--- src/rtl/async_fifo_pkg.sv ---
// -----------------------------------------------------------------------------
// async_fifo_pkg
// Shared types and helpers for the asynchronous FIFO pointer logic.
//   - ptr_width()  : pointer width including the wrap bit for a given depth
//   - bin2gray()   : binary to reflected Gray code
//   - gray2bin()   : reflected Gray code to binary
//   - deq_state_e  : dequeue-side output register state
// Helpers operate on 32-bit values; callers zero-extend narrower pointers and
// truncate the result, which is exact for both conversions.
// -----------------------------------------------------------------------------
package async_fifo_pkg;

    typedef enum logic [0:0] {
        IDLE  = 1'b0,
        VALID = 1'b1
    } deq_state_e;

    function automatic int ptr_width(input int num_entries);
        return $clog2(num_entries) + 1;
    endfunction

    function automatic logic [31:0] bin2gray(input logic [31:0] bin_val);
        return bin_val ^ (bin_val >> 1);
    endfunction

    function automatic logic [31:0] gray2bin(input logic [31:0] gray_val);
        logic [31:0] bin_val;
        bin_val = gray_val;
        for (int i = 30; i >= 0; i--) begin
            bin_val[i] = bin_val[i + 1] ^ gray_val[i];
        end
        return bin_val;
    endfunction

endpackage

--- src/rtl/read_ptr_deq_blk_if.sv ---
// -----------------------------------------------------------------------------
// read_ptr_deq_blk_if
// Valid/ready dequeue channel of the async FIFO read side.
//   deq_val : producer -> consumer, output entry valid
//   deq_rdy : consumer -> producer, consumer accepts this cycle
//   deq_msg : producer -> consumer, output entry payload
// Modports: master = FIFO read side (drives val/msg), slave = consumer.
// -----------------------------------------------------------------------------
interface read_ptr_deq_blk_if #(
    parameter int p_bit_width = 32
);

    logic                   deq_val;
    logic                   deq_rdy;
    logic [p_bit_width-1:0] deq_msg;

    modport master (
        output deq_val,
        output deq_msg,
        input  deq_rdy
    );

    modport slave (
        input  deq_val,
        input  deq_msg,
        output deq_rdy
    );

endinterface

--- src/rtl/read_ptr_deq_blk_gray_to_bin.sv ---
// -----------------------------------------------------------------------------
// gray_to_bin
// Purely combinational reflected-Gray to binary converter.
//   gray : Gray-coded input  [p_bit_width-1:0]
//   bin  : binary output     [p_bit_width-1:0]
// Each binary bit is the XOR of all Gray bits at or above it, so the chain
// is evaluated MSB first.
// -----------------------------------------------------------------------------
module gray_to_bin #(
    parameter int p_bit_width = 4
) (
    input  logic [p_bit_width-1:0] gray,
    output logic [p_bit_width-1:0] bin
);

    // MSB-first XOR prefix chain
    always_comb begin
        bin = gray;
        for (int i = p_bit_width - 2; i >= 0; i--) begin
            bin[i] = bin[i + 1] ^ gray[i];
        end
    end

endmodule

--- src/rtl/read_ptr_deq_blk.sv ---
// -----------------------------------------------------------------------------
// read_ptr_deq_blk
// Read-domain half of the asynchronous FIFO. Synchronizes the Gray write
// pointer, derives empty, owns the binary/Gray read pointers and prefetches the
// storage word into an output register presented on a valid/ready channel.
//
// Ports:
//   clk               in   read-domain clock
//   reset             in   asynchronous, active-high reset
//   g_write_ptr_async in   Gray write pointer from the write clock domain
//   b_read_ptr        out  binary read pointer; low bits address storage
//   g_read_ptr        out  registered Gray read pointer for the write side
//   r_data            in   storage word at b_read_ptr (combinational read)
//   rd_count          out  conservative occupancy (ASYNC_FIFO_RD_OCC_EN only)
//   deq               if   master side of the dequeue channel
//
// Optional feature macro: ASYNC_FIFO_RD_OCC_EN adds the rd_count output.
// -----------------------------------------------------------------------------
module read_ptr_deq_blk
    import async_fifo_pkg::*;
#(
    parameter int p_num_entries = 8,
    parameter int p_bit_width   = 32,
    parameter int p_ptr_width   = ptr_width(p_num_entries)
) (
    input  logic                   clk,
    input  logic                   reset,
    input  logic [p_ptr_width-1:0] g_write_ptr_async,
    output logic [p_ptr_width-1:0] b_read_ptr,
    output logic [p_ptr_width-1:0] g_read_ptr,
    input  logic [p_bit_width-1:0] r_data,
`ifdef ASYNC_FIFO_RD_OCC_EN
    output logic [p_ptr_width-1:0] rd_count,
`endif
    read_ptr_deq_blk_if.master     deq
);

    logic [p_ptr_width-1:0] g_wp_meta_r;
    logic [p_ptr_width-1:0] g_wp_sync_r;

    deq_state_e             state_r;
    deq_state_e             state_nxt_s;

    logic [p_ptr_width-1:0] b_read_ptr_r;
    logic [p_ptr_width-1:0] b_read_ptr_nxt_s;
    logic [p_ptr_width-1:0] g_read_ptr_r;
    logic [p_ptr_width-1:0] g_read_ptr_nxt_s;

    logic [p_bit_width-1:0] deq_msg_r;

    logic                   empty_s;
    logic                   fetch_s;

    // Two-flop synchronizer; the async input feeds nothing but the first stage
    always_ff @(posedge clk or posedge reset) begin
        if (reset) begin
            g_wp_meta_r <= {p_ptr_width{1'b0}};
            g_wp_sync_r <= {p_ptr_width{1'b0}};
        end else begin
            g_wp_meta_r <= g_write_ptr_async;
            g_wp_sync_r <= g_wp_meta_r;
        end
    end

    // Empty detect, fetch decision, next state and next pointers.
    // A fetch in VALID with deq_rdy replaces the accepted word in the same
    // cycle, so the output stays valid with no bubble.
    always_comb begin
        empty_s          = (g_read_ptr_r == g_wp_sync_r);
        fetch_s          = !empty_s && ((state_r == IDLE) || deq.deq_rdy);
        state_nxt_s      = state_r;
        b_read_ptr_nxt_s = b_read_ptr_r;
        if (fetch_s) begin
            state_nxt_s      = VALID;
            b_read_ptr_nxt_s = b_read_ptr_r + p_ptr_width'(1'b1);
        end else if ((state_r == VALID) && deq.deq_rdy) begin
            state_nxt_s = IDLE;
        end else begin
            state_nxt_s = state_r;
        end
        g_read_ptr_nxt_s = p_ptr_width'(bin2gray(32'(b_read_ptr_nxt_s)));
    end

    // Output register state
    always_ff @(posedge clk or posedge reset) begin
        if (reset) begin
            state_r <= IDLE;
        end else begin
            state_r <= state_nxt_s;
        end
    end

    // Binary and Gray read pointers, updated together so the Gray copy is
    // always the exact encoding of the binary one
    always_ff @(posedge clk or posedge reset) begin
        if (reset) begin
            b_read_ptr_r <= {p_ptr_width{1'b0}};
            g_read_ptr_r <= {p_ptr_width{1'b0}};
        end else begin
            b_read_ptr_r <= b_read_ptr_nxt_s;
            g_read_ptr_r <= g_read_ptr_nxt_s;
        end
    end

    // Prefetch register; holds while stalled so deq_msg is stable
    always_ff @(posedge clk or posedge reset) begin
        if (reset) begin
            deq_msg_r <= {p_bit_width{1'b0}};
        end else if (fetch_s) begin
            deq_msg_r <= r_data;
        end else begin
            deq_msg_r <= deq_msg_r;
        end
    end

    assign b_read_ptr  = b_read_ptr_r;
    assign g_read_ptr  = g_read_ptr_r;
    assign deq.deq_val = (state_r == VALID);
    assign deq.deq_msg = deq_msg_r;

`ifdef ASYNC_FIFO_RD_OCC_EN
    logic [p_ptr_width-1:0] b_wp_sync_s;
    logic [p_ptr_width-1:0] occ_nxt_s;
    logic [p_ptr_width-1:0] rd_count_r;

    gray_to_bin #(
        .p_bit_width (p_ptr_width)
    ) u_wp_gray_to_bin (
        .gray (g_wp_sync_r),
        .bin  (b_wp_sync_s)
    );

    // Occupancy from the post-edge read state: read-side changes are counted
    // exactly, the synchronized write pointer only lags, so the count never
    // overstates what is really held
    always_comb begin
        occ_nxt_s = (b_wp_sync_s - b_read_ptr_nxt_s)
                  + ((state_nxt_s == VALID) ? p_ptr_width'(1'b1) : {p_ptr_width{1'b0}});
    end

    // Registered occupancy output
    always_ff @(posedge clk or posedge reset) begin
        if (reset) begin
            rd_count_r <= {p_ptr_width{1'b0}};
        end else begin
            rd_count_r <= occ_nxt_s;
        end
    end

    assign rd_count = rd_count_r;
`endif

endmodule

--- src/flat_wrapper.sv ---
// flat-port wrapper written by rule: the top's interface ports become plain ports
module read_ptr_deq_blk_flat import async_fifo_pkg::*;
#(
    parameter int p_num_entries = 8,
    parameter int p_bit_width   = 32,
    parameter int p_ptr_width   = ptr_width(p_num_entries)
)
  (clk, reset, g_write_ptr_async, b_read_ptr, g_read_ptr, r_data, deq_deq_val, deq_deq_msg, deq_deq_rdy);
  read_ptr_deq_blk_if #(.p_bit_width(p_bit_width)) deq_i ();
  input  logic clk;
  input  logic reset;
  input  logic [p_ptr_width-1:0] g_write_ptr_async;
  output logic [p_ptr_width-1:0] b_read_ptr;
  output logic [p_ptr_width-1:0] g_read_ptr;
  input  logic [p_bit_width-1:0] r_data;
  output wire logic [$bits(deq_i.deq_val)-1:0] deq_deq_val;
  output wire logic [$bits(deq_i.deq_msg)-1:0] deq_deq_msg;
  input wire logic [$bits(deq_i.deq_rdy)-1:0] deq_deq_rdy;
  assign deq_deq_val = deq_i.deq_val;
  assign deq_deq_msg = deq_i.deq_msg;
  assign deq_i.deq_rdy = deq_deq_rdy;
  read_ptr_deq_blk #(.p_num_entries(p_num_entries), .p_bit_width(p_bit_width), .p_ptr_width(p_ptr_width)) u_core (.clk(clk), .reset(reset), .g_write_ptr_async(g_write_ptr_async), .b_read_ptr(b_read_ptr), .g_read_ptr(g_read_ptr), .r_data(r_data), .deq(deq_i));
endmodule
--- config.mk ---
export PLATFORM = sky130hd
export DESIGN_NAME = read_ptr_deq_blk_flat
export DESIGN_NICKNAME = d
export VERILOG_FILES = /design/src/rtl/async_fifo_pkg.sv /design/src/rtl/read_ptr_deq_blk_if.sv /design/src/rtl/read_ptr_deq_blk_gray_to_bin.sv /design/src/rtl/read_ptr_deq_blk.sv /design/src/flat_wrapper.sv
export SDC_FILE = /design/constraint.sdc
export NUM_CORES = 1
export LEC_CHECK = 0
export ABC_AREA = 1
export CORE_MARGIN = 1.5
export CORE_UTILIZATION = 39
export CTS_CLUSTER_DIAMETER = 150
export DETAILED_ROUTE_END_ITERATION = 16
export MAX_ROUTING_LAYER = met4
export PLACE_DENSITY_LB_ADDON = 0.08
export RECOVER_POWER = 50
export SETUP_SLACK_MARGIN = 0.4
export SYNTH_ARGS = -nofsm -noshare
export SYNTH_HDL_FRONTEND = slang
export SYNTH_HIERARCHICAL = 1
export SYNTH_SLANG_ARGS = --single-unit
--- constraint.sdc ---
create_clock -name clk -period 1.2 [get_ports clk]
set_input_delay 0.12 -clock clk [delete_from_list [all_inputs] [get_ports clk]]
set_output_delay 0.12 -clock clk [all_outputs]
set_load 0.02 [all_outputs]
==> summary.md <==
| Metric | Value |
|---|---|
| Chip width | `~75 µm` |
| Layout Cells excl Fill | `roughly 420` |
| Peak VDD IR | `about 1.1 mV` |
| RSZ-0062 raised after global routing | `yes` |
| Flops & latches, synth | `48` |
| F_max | `748 MHz` |
| Synth cell types | `15` |
| Routability-driven placement congestion ratio | `a little over 0.8` |
| Clock Skews | `roughly 0.0058 ns` |
| Site Rows | `25` |
| LEAKAGE | `1.84 nW` |
| Final net count | `between 300 and 400` |
| Status | `finished, violations left` |
| Critical path class | `flip-flop to flip-flop` |
| Placed Cells | `~390` |
| Clock sink total | `48` |
| Ys Warns | `6` |
| Seq/Total Area, Yosys | `59.5%` |
| Die Height | `around 75 µm` |
| DRT iter0 DRCs | `93` |
| Final hold vios | `0` |
| Synth Cell Area | `about 2000 µm²` |
| Clk_lat worst skew | `~0.29 ns` |
| Total congestion overflow | `0` |
| DR WL/cell | `around 12 µm` |
| Via/cell ratio | `4.58` |
| Maximum capacitance violations | `0` |
| Final Power | `approximately 8.0 mW` |
| Worst setup SP type | `flip-flop` |
| Period utilisation layout | `111%` |
| Commonest non-fill, non-tap cell in the layout | `nand2_1` |
| Worst-path maximum fanout | `6` |
| Starting Density | `approximately two fifths` |
| Register area | `roughly 1200 µm²` |
| Vias in the first global route | `between 1500 and 2000` |
| Crit. End Element | `flip-flop` |
| CTS tree | `yes` |
| Post-DRT Antenna Nets | `0` |
| Max_slew headroom | `about half` |
| PD cells | `roughly 2300 nW/µm²` |
| Tmin final | `~1.3 ns` |
| Share of layout cells above drive strength 1 | `around two fifths` |
| CP required | `1.38 ns` |
| CP arrival | `about 1.5 ns` |
| TritonCTS Buffers | `5` |
| First-pass GRT wire length | `slightly below 8000 µm` |
| H-Tree Level Count | `2` |
| Layout area overhead | `75.9%` |
| Die area | `~5600 µm²` |
| Clk buf depth | `2` |
| Final setup margin | `-0.137 ns` |
| DR DRC count | `0` |
| Initial antenna violation count | `0` |
| Core ar. | `4850 µm²` |
| Area leader, netlist | `dfrtp_1` |
| GRT Util Overall | `roughly a fifth` |
| Port-buffer cells | `~80` |
| Post-Route WL | `4940 µm` |
| # fillers | `roughly 360` |
| Synthesized net count | `approximately 270` |
| Avg Synthesized Cell Area | `between 8 and 9 µm²` |
| Most frequent cells in the layout | `91 x nand2_1, 45 x buf_6, 42 x dfrtp_1` |
| Final HPWL DP | `between 3000 and 4000 µm` |
| IO Pins | `80` |
| Final setup violation count | `40` |
| Cells after Synth | `between 200 and 250` |
| Slew Limit Fails | `0` |
| Worst hold path type | `flip-flop to flip-flop` |
| Clock transition at path regs | `roughly 0.080 ns` |
| Yosys top cell area share | `roughly three fifths` |
| Via count | `around 1900` |
| Largest net degree at the start of global routing | `32` |
| Pre-antenna DRT Iters | `4` |
| Root Driver | `clkbuf_8` |
| Dominant cells by area after synthesis | `dfrtp_1 60%, nand2_1 19%, nand3_1 9.9%` |
| Worst Max-Slew Pin Slew | `0.772 ns` |
| Inserted Diodes | `0` |
| Multi-input logic area | `around 830 µm²` |
| Failing checks | `setup timing` |
-- flip-flops by register name, indices dropped and copies added, names as in the netlist --
name,cells
u_core/b_read_ptr,4
u_core/deq.deq_msg,32
u_core/deq.deq_val,1
u_core/g_read_ptr,3
u_core/g_wp_meta_r,4
u_core/g_wp_sync_r,4
-- metrics by stage --
step | cell area (µm²) | hold WS (ns) | utilization, % | setup TNS (ns) | setup slack, ns
2_1_floorplan | 2030 | 0.149 | - | -4.92 | -0.155
3_3_place_gp | 3050 | 0.333 | 62.8 | -5.88 | -0.181
3_5_place_dp | 3050 | 0.341 | 62.8 | -6.14 | -0.196
4_1_cts | 3300 | 0.208 | 68.1 | -3.83 | -0.149
5_1_grt | 3550 | 0.365 | 73.2 | -8.31 | -0.227
6_report | 3550 | 0.355 | 73.2 | -3.89 | -0.137
-- worst max-delay path, stage by stage, from the launching register on --
cell and delay (ns):
dfrtp_2 0.42, nand2_1 0.06, nand2_1 0.06, nor2_2 0.14, nand2_4 0.11, clkbuf_16 0.18
nand3b_1 0.09, nand2_2 0.06, nand2_1 0.06, nand2_1 0.04
-- power by group --
part	total (mW)	internal [mW]	switching, mW	leakage (nW)
Sequential	2.59	2.16	0.430	0.570
Combinational	4.48	2.34	2.14	1.22
Clock	0.954	0.470	0.483	0.0455
Total	8.03	4.97	3.06	1.84
-- final cells by class --
cell class,count,area share (%)
well taps,67,2.36
repair buffers,122,36.1
flip-flops and latches,48,34.1
clock buffers,8,2.54
multi-input cells,155,23.3
inverters,15,1.69
-- path summary, 6_finish.rpt --
kind	startpoint	cells after the start	slack (ns)	end
min in group asynchronous	reset	3	0.41	u_core/deq.deq_msg[5]
max reg2reg	u_core/g_read_ptr[0]	9	-0.14	u_core/g_read_ptr[1]
min	u_core/g_wp_meta_r[1]	0	0.36	u_core/g_wp_sync_r[1]
max in group asynchronous	reset	3	0.11	u_core/g_read_ptr[2]
min reg2reg	u_core/g_wp_meta_r[1]	0	0.36	u_core/g_wp_sync_r[1]
max	u_core/g_read_ptr[0]	9	-0.14	u_core/g_read_ptr[1]
-- layer usage --
metal	part of all wire (%)	up-vias	GRT usage, %
met5	0	-	-
met4	1.3	0	5.25
met3	5.8	6	5.89
met2	49	56	28.2
met1	44	894	24.7
li1	-	943	-
-- cells in the mapped netlist --
master,count
buf_2,3
xor2_1,2
nand2_2,4
buf_6,5
nand3_1,40
buf_1,1
dfrtp_1,48
clkbuf_1,3
ha_1,1
nor2_2,1
nor2_1,4
buf_4,1
nand2_1,102
nand3b_1,1
inv_1,15
-- repair_timing --
| item | in CTS | in global routing |
|---|---|---|
| hold buffers | 0 | 0 |
| gates cloned | 0 | 1 |
| resized for setup | 257 | 33 |
| setup buffers | 7 | 14 |
| setup endpoints to repair | 81 | 81 |
| pin swaps | 1 | 10 |
-- cells by family after synthesis --
family                   synth area share, %
AND/OR/NAND/NOR                         31.6
adder cells (fa/ha/maj)                0.620
flip-flops                              59.5
buffers and inverters                   7.44
XOR/XNOR                               0.868
Power figures use the tool's default switching activity.
